===== src/rtl/mem_stage_sram.sv =====
// Memory stage: 32-bit loads/stores over a 16-bit SRAM as two fixed-wait half-word
// accesses, upstream freeze while busy, and the MEM/WB pipeline register.
module mem_stage_sram #(
  parameter int BIT_NUMBER  = 32,
  parameter int ADDR_BASE   = 1024,
  parameter int WAIT_CYCLES = 4,
  parameter int SRAM_AW     = 18
) (
  input  logic                  clk,
  input  logic                  rst,
  input  logic                  wb_en_in,
  input  logic                  mem_r_en_in,
  input  logic                  mem_w_en_in,
  input  logic [BIT_NUMBER-1:0] alu_result_in,
  input  logic [BIT_NUMBER-1:0] val_rm_in,
  input  logic [3:0]            dest_in,
  output logic                  freeze,
  output logic [SRAM_AW-1:0]    sram_addr,
  output logic [15:0]           sram_wdata,
  input  logic [15:0]           sram_rdata,
  output logic                  sram_we_n,
  output logic                  sram_oe_n,
  output logic                  wb_en,
  output logic                  mem_r_en,
  output logic [BIT_NUMBER-1:0] alu_result,
  output logic [BIT_NUMBER-1:0] mem_data,
  output logic [3:0]            dest
);

  localparam int CW = (WAIT_CYCLES > 1) ? $clog2(WAIT_CYCLES) : 1;
  localparam logic [CW-1:0] CNT_LAST = CW'(WAIT_CYCLES - 1);

  typedef enum logic [1:0] {IDLE, LO, HI, DONE} state_t;

  state_t                state, state_nxt;
  logic [CW-1:0]         cnt, cnt_nxt;
  logic [BIT_NUMBER-1:0] buffer;
  logic [BIT_NUMBER-1:0] word;
  logic                  mem_req, is_store, is_load, cnt_last, fsm_freeze;

  assign mem_req  = mem_w_en_in | mem_r_en_in;
  // A simultaneous read+write request behaves as a store.
  assign is_store = mem_w_en_in;
  assign is_load  = mem_r_en_in & ~mem_w_en_in;
  assign cnt_last = (cnt == CNT_LAST);
  assign word     = (alu_result_in - BIT_NUMBER'(ADDR_BASE)) >> 2;

  always_comb begin
    state_nxt  = state;
    cnt_nxt    = cnt;
    fsm_freeze = 1'b0;
    sram_addr  = '0;
    sram_wdata = '0;
    sram_we_n  = 1'b1;
    sram_oe_n  = 1'b1;
    case (state)
      IDLE: begin
        if (mem_req) begin
          state_nxt  = LO;
          cnt_nxt    = '0;
          fsm_freeze = 1'b1;
        end
      end
      LO, HI: begin
        fsm_freeze = 1'b1;
        sram_addr  = {word[SRAM_AW-2:0], (state == HI)};
        if (is_store) begin
          sram_we_n  = 1'b0;
          sram_wdata = (state == HI) ? val_rm_in[31:16] : val_rm_in[15:0];
        end
        if (is_load) sram_oe_n = 1'b0;
        if (cnt_last) begin
          cnt_nxt   = '0;
          state_nxt = (state == LO) ? HI : DONE;
        end else begin
          cnt_nxt = cnt + CW'(1);
        end
      end
      DONE: state_nxt = IDLE;
      default: state_nxt = IDLE;
    endcase
  end

  // Reset must drop the stall at once even with a request still presented.
  assign freeze = fsm_freeze & rst;

  always_ff @(posedge clk or negedge rst) begin
    if (!rst) begin
      state  <= IDLE;
      cnt    <= '0;
      buffer <= '0;
    end else begin
      state <= state_nxt;
      cnt   <= cnt_nxt;
      if (is_load && cnt_last) begin
        if (state == LO) buffer[15:0]  <= sram_rdata;
        if (state == HI) buffer[31:16] <= sram_rdata;
      end
    end
  end

  always_ff @(posedge clk or negedge rst) begin
    if (!rst) begin
      wb_en      <= 1'b0;
      mem_r_en   <= 1'b0;
      alu_result <= '0;
      mem_data   <= '0;
      dest       <= '0;
    end else if (freeze) begin
      wb_en    <= 1'b0;
      mem_r_en <= 1'b0;
      dest     <= '0;
    end else begin
      wb_en      <= wb_en_in;
      mem_r_en   <= mem_r_en_in;
      alu_result <= alu_result_in;
      mem_data   <= buffer;
      dest       <= dest_in;
    end
  end

endmodule

===== config.mk =====
export PLATFORM = sky130hd
export DESIGN_NAME = mem_stage_sram
export DESIGN_NICKNAME = d
export VERILOG_FILES = /design/src/rtl/mem_stage_sram.sv
export SDC_FILE = /design/constraint.sdc
export NUM_CORES = 1
export LEC_CHECK = 0
export CORE_ASPECT_RATIO = 1.75
export CORE_MARGIN = 8
export CORE_UTILIZATION = 39
export DETAILED_ROUTE_END_ITERATION = 7
export GPL_ROUTABILITY_DRIVEN = 0
export PLACE_DENSITY = 0.73
export SYNTH_ARGS = -nofsm -noshare
export SYNTH_HDL_FRONTEND = slang
export SYNTH_SLANG_ARGS = --single-unit

===== constraint.sdc =====
create_clock -name clk -period 1.72 [get_ports clk]
set_input_delay 0.344 -clock clk [delete_from_list [all_inputs] [get_ports clk]]
set_output_delay 0.344 -clock clk [all_outputs]
set_load 0.005 [all_outputs]

==> key figures <==
Timing
  • Period minus WS final: roughly 2.1 ns
  • Slew HR: 49.0%
  • Number of hold-slack violations in the final timing report: 0
  • Setup repair after global routing missed its margin: true
  • Number of max-slew violations in the final report: 0
  • Crit share post-route: 121%
  • Total negative setup slack: -28.52 ns
  • Maximum clock frequency: 0.480 GHz
  • Post-route clock skew: between 0.01 and 0.015 ns
  • Final-report setup violation count: ~110
  • Worst Hold Margin: about 0.1 ns
  • Setup ws final: -0.365 ns
  • Actual transition at the worst max-transition pin: 0.765 ns

Die
  • IO Count: 196
  • Row cnt: 53
  • Floorplan core area: 12,000 µm²
  • Area enclosed by the die boundary: 16,200 µm²
  • X dimension of the die: 99.7 µm
  • Starting density of the core: 39.9%
  • Vertical die dimension: 163 µm

Power and ir drop
  • Combinational fraction of design power: 56.4%
  • Sw frac: around 30%
  • Power density over the cells: 1590 nW/µm²
  • Proportion of power drawn by the clock network: 15.0%
  • Sw power: 0.00394 W
  • Peak VDD IR: 1.04 mV
  • Cell internal power dissipation: 0.00923 W
  • Proportion of power drawn by flip-flops and latches: approximately 29%
  • P_leak: 3.95 nW

Critical path
  • Max stage delay cell, worst path: sky130_fd_sc_hd__dfrtp_1
  • Number of buffer and inverter stages on the critical path: 4
  • Setup crit start kind: flop
  • Largest incremental delay on the critical path: 0.41 ns
  • Data arrival time of the worst path: 1.74 ns
  • Element type at the critical path end: output port
  • Maximum net fanout on the critical path: 5
  • Required time reported for the critical path endpoint: 1.38 ns
  • Chain of cells forming the critical path: buf_6 -> ha_4 -> buf_12 -> buf_12 -> mux2i_4 -> nor2_2 -> buf_2
  • Delay-heaviest family, CP: buffers and inverters
  • Number of stages on the worst setup path: 7
  • Cell mode on critical path: sky130_fd_sc_hd__buf_12
  • Worst setup path category: reg -> out
  • Length in cells of the worst reg-to-reg path: 8

CTS
  • Buffer cell driving the clock tree root: sky130_fd_sc_hd__clkbuf_16
  • Total number of clock tree sinks: between 100 and 150
  • Number of hold buffers added after cts: 0
  • H-tree Lvls: 3
  • CTS Buf Count: 9
  • Clock slew at reported path FFs: 0.07 ns
  • Clock tree from TritonCTS: done
  • Maximum buffer depth of the clock tree: 2
  • Clock insertion delay at the later pin of the skew report: 0.34 ns

Run status
  • Violated checks: negative setup slack
  • Status: finished with violations

Placement
  • IO Port Bufs: roughly 200
  • DPL Wire Length: approximately 9.9 mm

Synth
  • Flops & latches, synth: 106
  • Post-Syn Area per Cell: between 10 and 15 µm²
  • Count of mapped cells out of synthesis: approximately 320
  • Post-synthesis sequential area ratio: a little under three fifths
  • YS warnings: 0
  • Post-Syn Nets: 420
  • Area of the mapped netlist: about 4800 µm²
  • Synth cell types: 28

Global route
  • Total congestion overflow after global routing: 0
  • Wire length of the first global-routing pass: approximately 23 mm
  • Vias in the first global route: approximately 4,200
  • Initial antenna violation count: 0
  • Global-route usage over all layers: 18.5%
  • Largest net degree at the start of global routing: 61

Drt
  • Initial DRT Pass Iterations: 4
  • DRC Markers: 0
  • Iteration-0 DRC count of the detailed router: 100
  • Count of antenna-violating nets left after detailed routing: 0
  • Via count: 3,622
  • Final routed wirelength across all metal layers: 14.9 mm
  • Mean routed wirelength per cell: 19.4 µm
  • Vias per cell: 4.72

Cells and area
  • Layout cells sized above 1: 45.9%
  • Layout overhead on the synthesized area: 73.4%
  • Final-stage net count: 694
  • N_diodes: 0

Run
  • Max-cap violations: 0

Hold path
  • Min-Delay Path Class: in -> async
[cell type report]
cell class | instances | area [µm²]
clock buffers | 12 | 256
clock inverters | 4 | 33.8
fillers | 866 | 3710
inverters | 8 | 30.0
multi-input cells | 196 | 2210
flip-flops and latches | 106 | 2650
well taps | 165 | 206
repair buffers | 277 | 2910
[worst reg2reg max path, cell delays in order, from the launching register on]
cell and delay, ns:
sky130_fd_sc_hd__dfrtp_1 0.40, sky130_fd_sc_hd__inv_2 0.07, sky130_fd_sc_hd__ha_4 0.34, sky130_fd_sc_hd__inv_2 0.07, sky130_fd_sc_hd__a211o_4 0.36, sky130_fd_sc_hd__buf_4 0.15
sky130_fd_sc_hd__buf_6 0.11, sky130_fd_sc_hd__buf_16 0.15, sky130_fd_sc_hd__mux2_4 0.31
[state kept, by name (all words and copies together), names as in the netlist]
| register | flops |
|---|---|
| alu_result | 32 |
| buffer | 32 |
| mem_data | 32 |
| dest | 4 |
| cnt | 2 |
| state | 2 |
| mem_r_en | 1 |
| wb_en | 1 |
[power by group through the flow]
stage | Combinational, W | Clock (W) | Sequential [W]
2_1_floorplan | 0.00263 | 0 | 0.00376
3_3_place_gp | 0.00525 | 0 | 0.00376
3_5_place_dp | 0.00534 | 0 | 0.00380
4_1_cts | 0.00709 | 0.00202 | 0.00376
5_1_grt | 0.00785 | 0.00214 | 0.00386
6_report | 0.00742 | 0.00198 | 0.00377
[synth_stat cells (all sizes together)]
library cell    n  share of area [%]
or4             1               0.24
nand3           1               0.10
buf            12                2.1
or3             2               0.26
nor4            1               0.13
nand2b          3               0.39
and3b           1               0.18
nand2           8               0.63
nor2           23                1.8
xnor2           2               0.37
clkbuf          3               0.24
a21oi           3               0.31
mux2i          20                4.2
o21a            1               0.16
inv             8               0.63
o21ai           5               0.52
o31ai           3               0.47
mux2           96                 28
and2           14                1.8
a211o           1               0.18
nor3b           2               0.31
dfrtp         106                 55
nand3b          1               0.16
ha              7                1.8
[metrics by stage]
step / cells / power, W / instance area, µm² / util (%) / setup slack, ns
after detailed placement: 707 / 0.00913 / 7180 / 59.8 / -1.00
after floorplan: 324 / 0.00640 / 4820 / - / 0.0125
after global placement: 707 / 0.00901 / 7180 / 59.8 / -0.941
after global routing: 768 / 0.0139 / 8290 / 69.1 / -0.455
final: 768 / 0.0132 / 8290 / 69.1 / -0.365
after CTS: 760 / 0.0129 / 8100 / 67.5 / -0.349
[path summary, 6_finish.rpt]
kind / start / end / slack [ns]
setup / recovery: state[1] / sram_wdata[4] / -0.37
hold / removal: rst / mem_data[17] / 0.1
setup reg to reg: state[1] / alu_result[3] / -0.36
hold reg to reg: buffer[18] / mem_data[18] / 0.51
max in group asynchronous: rst / alu_result[10] / 0.44
min in group clk: alu_result_in[10] / alu_result[10] / 0.35
[routing by layer]
| layer | routed length, µm | vias to the layer above | track usage, % | part of all wire (%) |
|---|---|---|---|---|
| met5 | 0 | - | 0 | 0 |
| met2 | 8310 | 131 | 33.9 | 56 |
| met1 | 5280 | 1797 | 19.0 | 35 |
| li1 | - | 1666 | - | - |
| met4 | 500 | 0 | 8.03 | 3.4 |
| met3 | 807 | 28 | 4.92 | 5.4 |
[placed cells by master (no fill, tap or decap), types with 3 or more instances in the layout]
cell type / instances
sky130_fd_sc_hd__mux2i_2: 4
sky130_fd_sc_hd__nor2_2: 5
sky130_fd_sc_hd__clkbuf_16: 10
sky130_fd_sc_hd__mux2_4: 63
sky130_fd_sc_hd__nand2_1: 6
sky130_fd_sc_hd__buf_2: 25
sky130_fd_sc_hd__buf_12: 12
sky130_fd_sc_hd__o21ai_0: 3
sky130_fd_sc_hd__clkbuf_2: 3
sky130_fd_sc_hd__dfrtp_1: 106
sky130_fd_sc_hd__inv_1: 4
sky130_fd_sc_hd__mux2_2: 33
sky130_fd_sc_hd__ha_1: 5
sky130_fd_sc_hd__and2_4: 13
sky130_fd_sc_hd__clkdlybuf4s50_1: 153
sky130_fd_sc_hd__o31ai_1: 3
sky130_fd_sc_hd__buf_16: 11
sky130_fd_sc_hd__mux2i_4: 3
sky130_fd_sc_hd__nor2_1: 18
sky130_fd_sc_hd__buf_4: 39
sky130_fd_sc_hd__inv_2: 4
sky130_fd_sc_hd__mux2i_1: 13
sky130_fd_sc_hd__buf_6: 31
[timing repair]
item                                    4_1_cts  5_1_grt
pin swaps                                     9        8
gates resized for setup                     230       31
endpoints found under the setup margin      107      108
gates cloned                                 11        1
setup buffers                                26        8
[cells by family (layout without fill, tap and decap cells)]
family / count (synthesis) / in the layout / synth area share (%)
flip-flops: 106 / 106 / 55.4
buffers and inverters: 23 / 301 / 2.95
AO/OA/AOI/OAI: 13 / 13 / 1.65
XOR/XNOR: 2 / 2 / 0.366
AND/OR/NAND/NOR: 57 / 58 / 6.04
multiplexers: 116 / 116 / 31.7
adder cells (fa/ha/maj): 7 / 7 / 1.83
No activity file was read; power rests on OpenSTA's default activity.
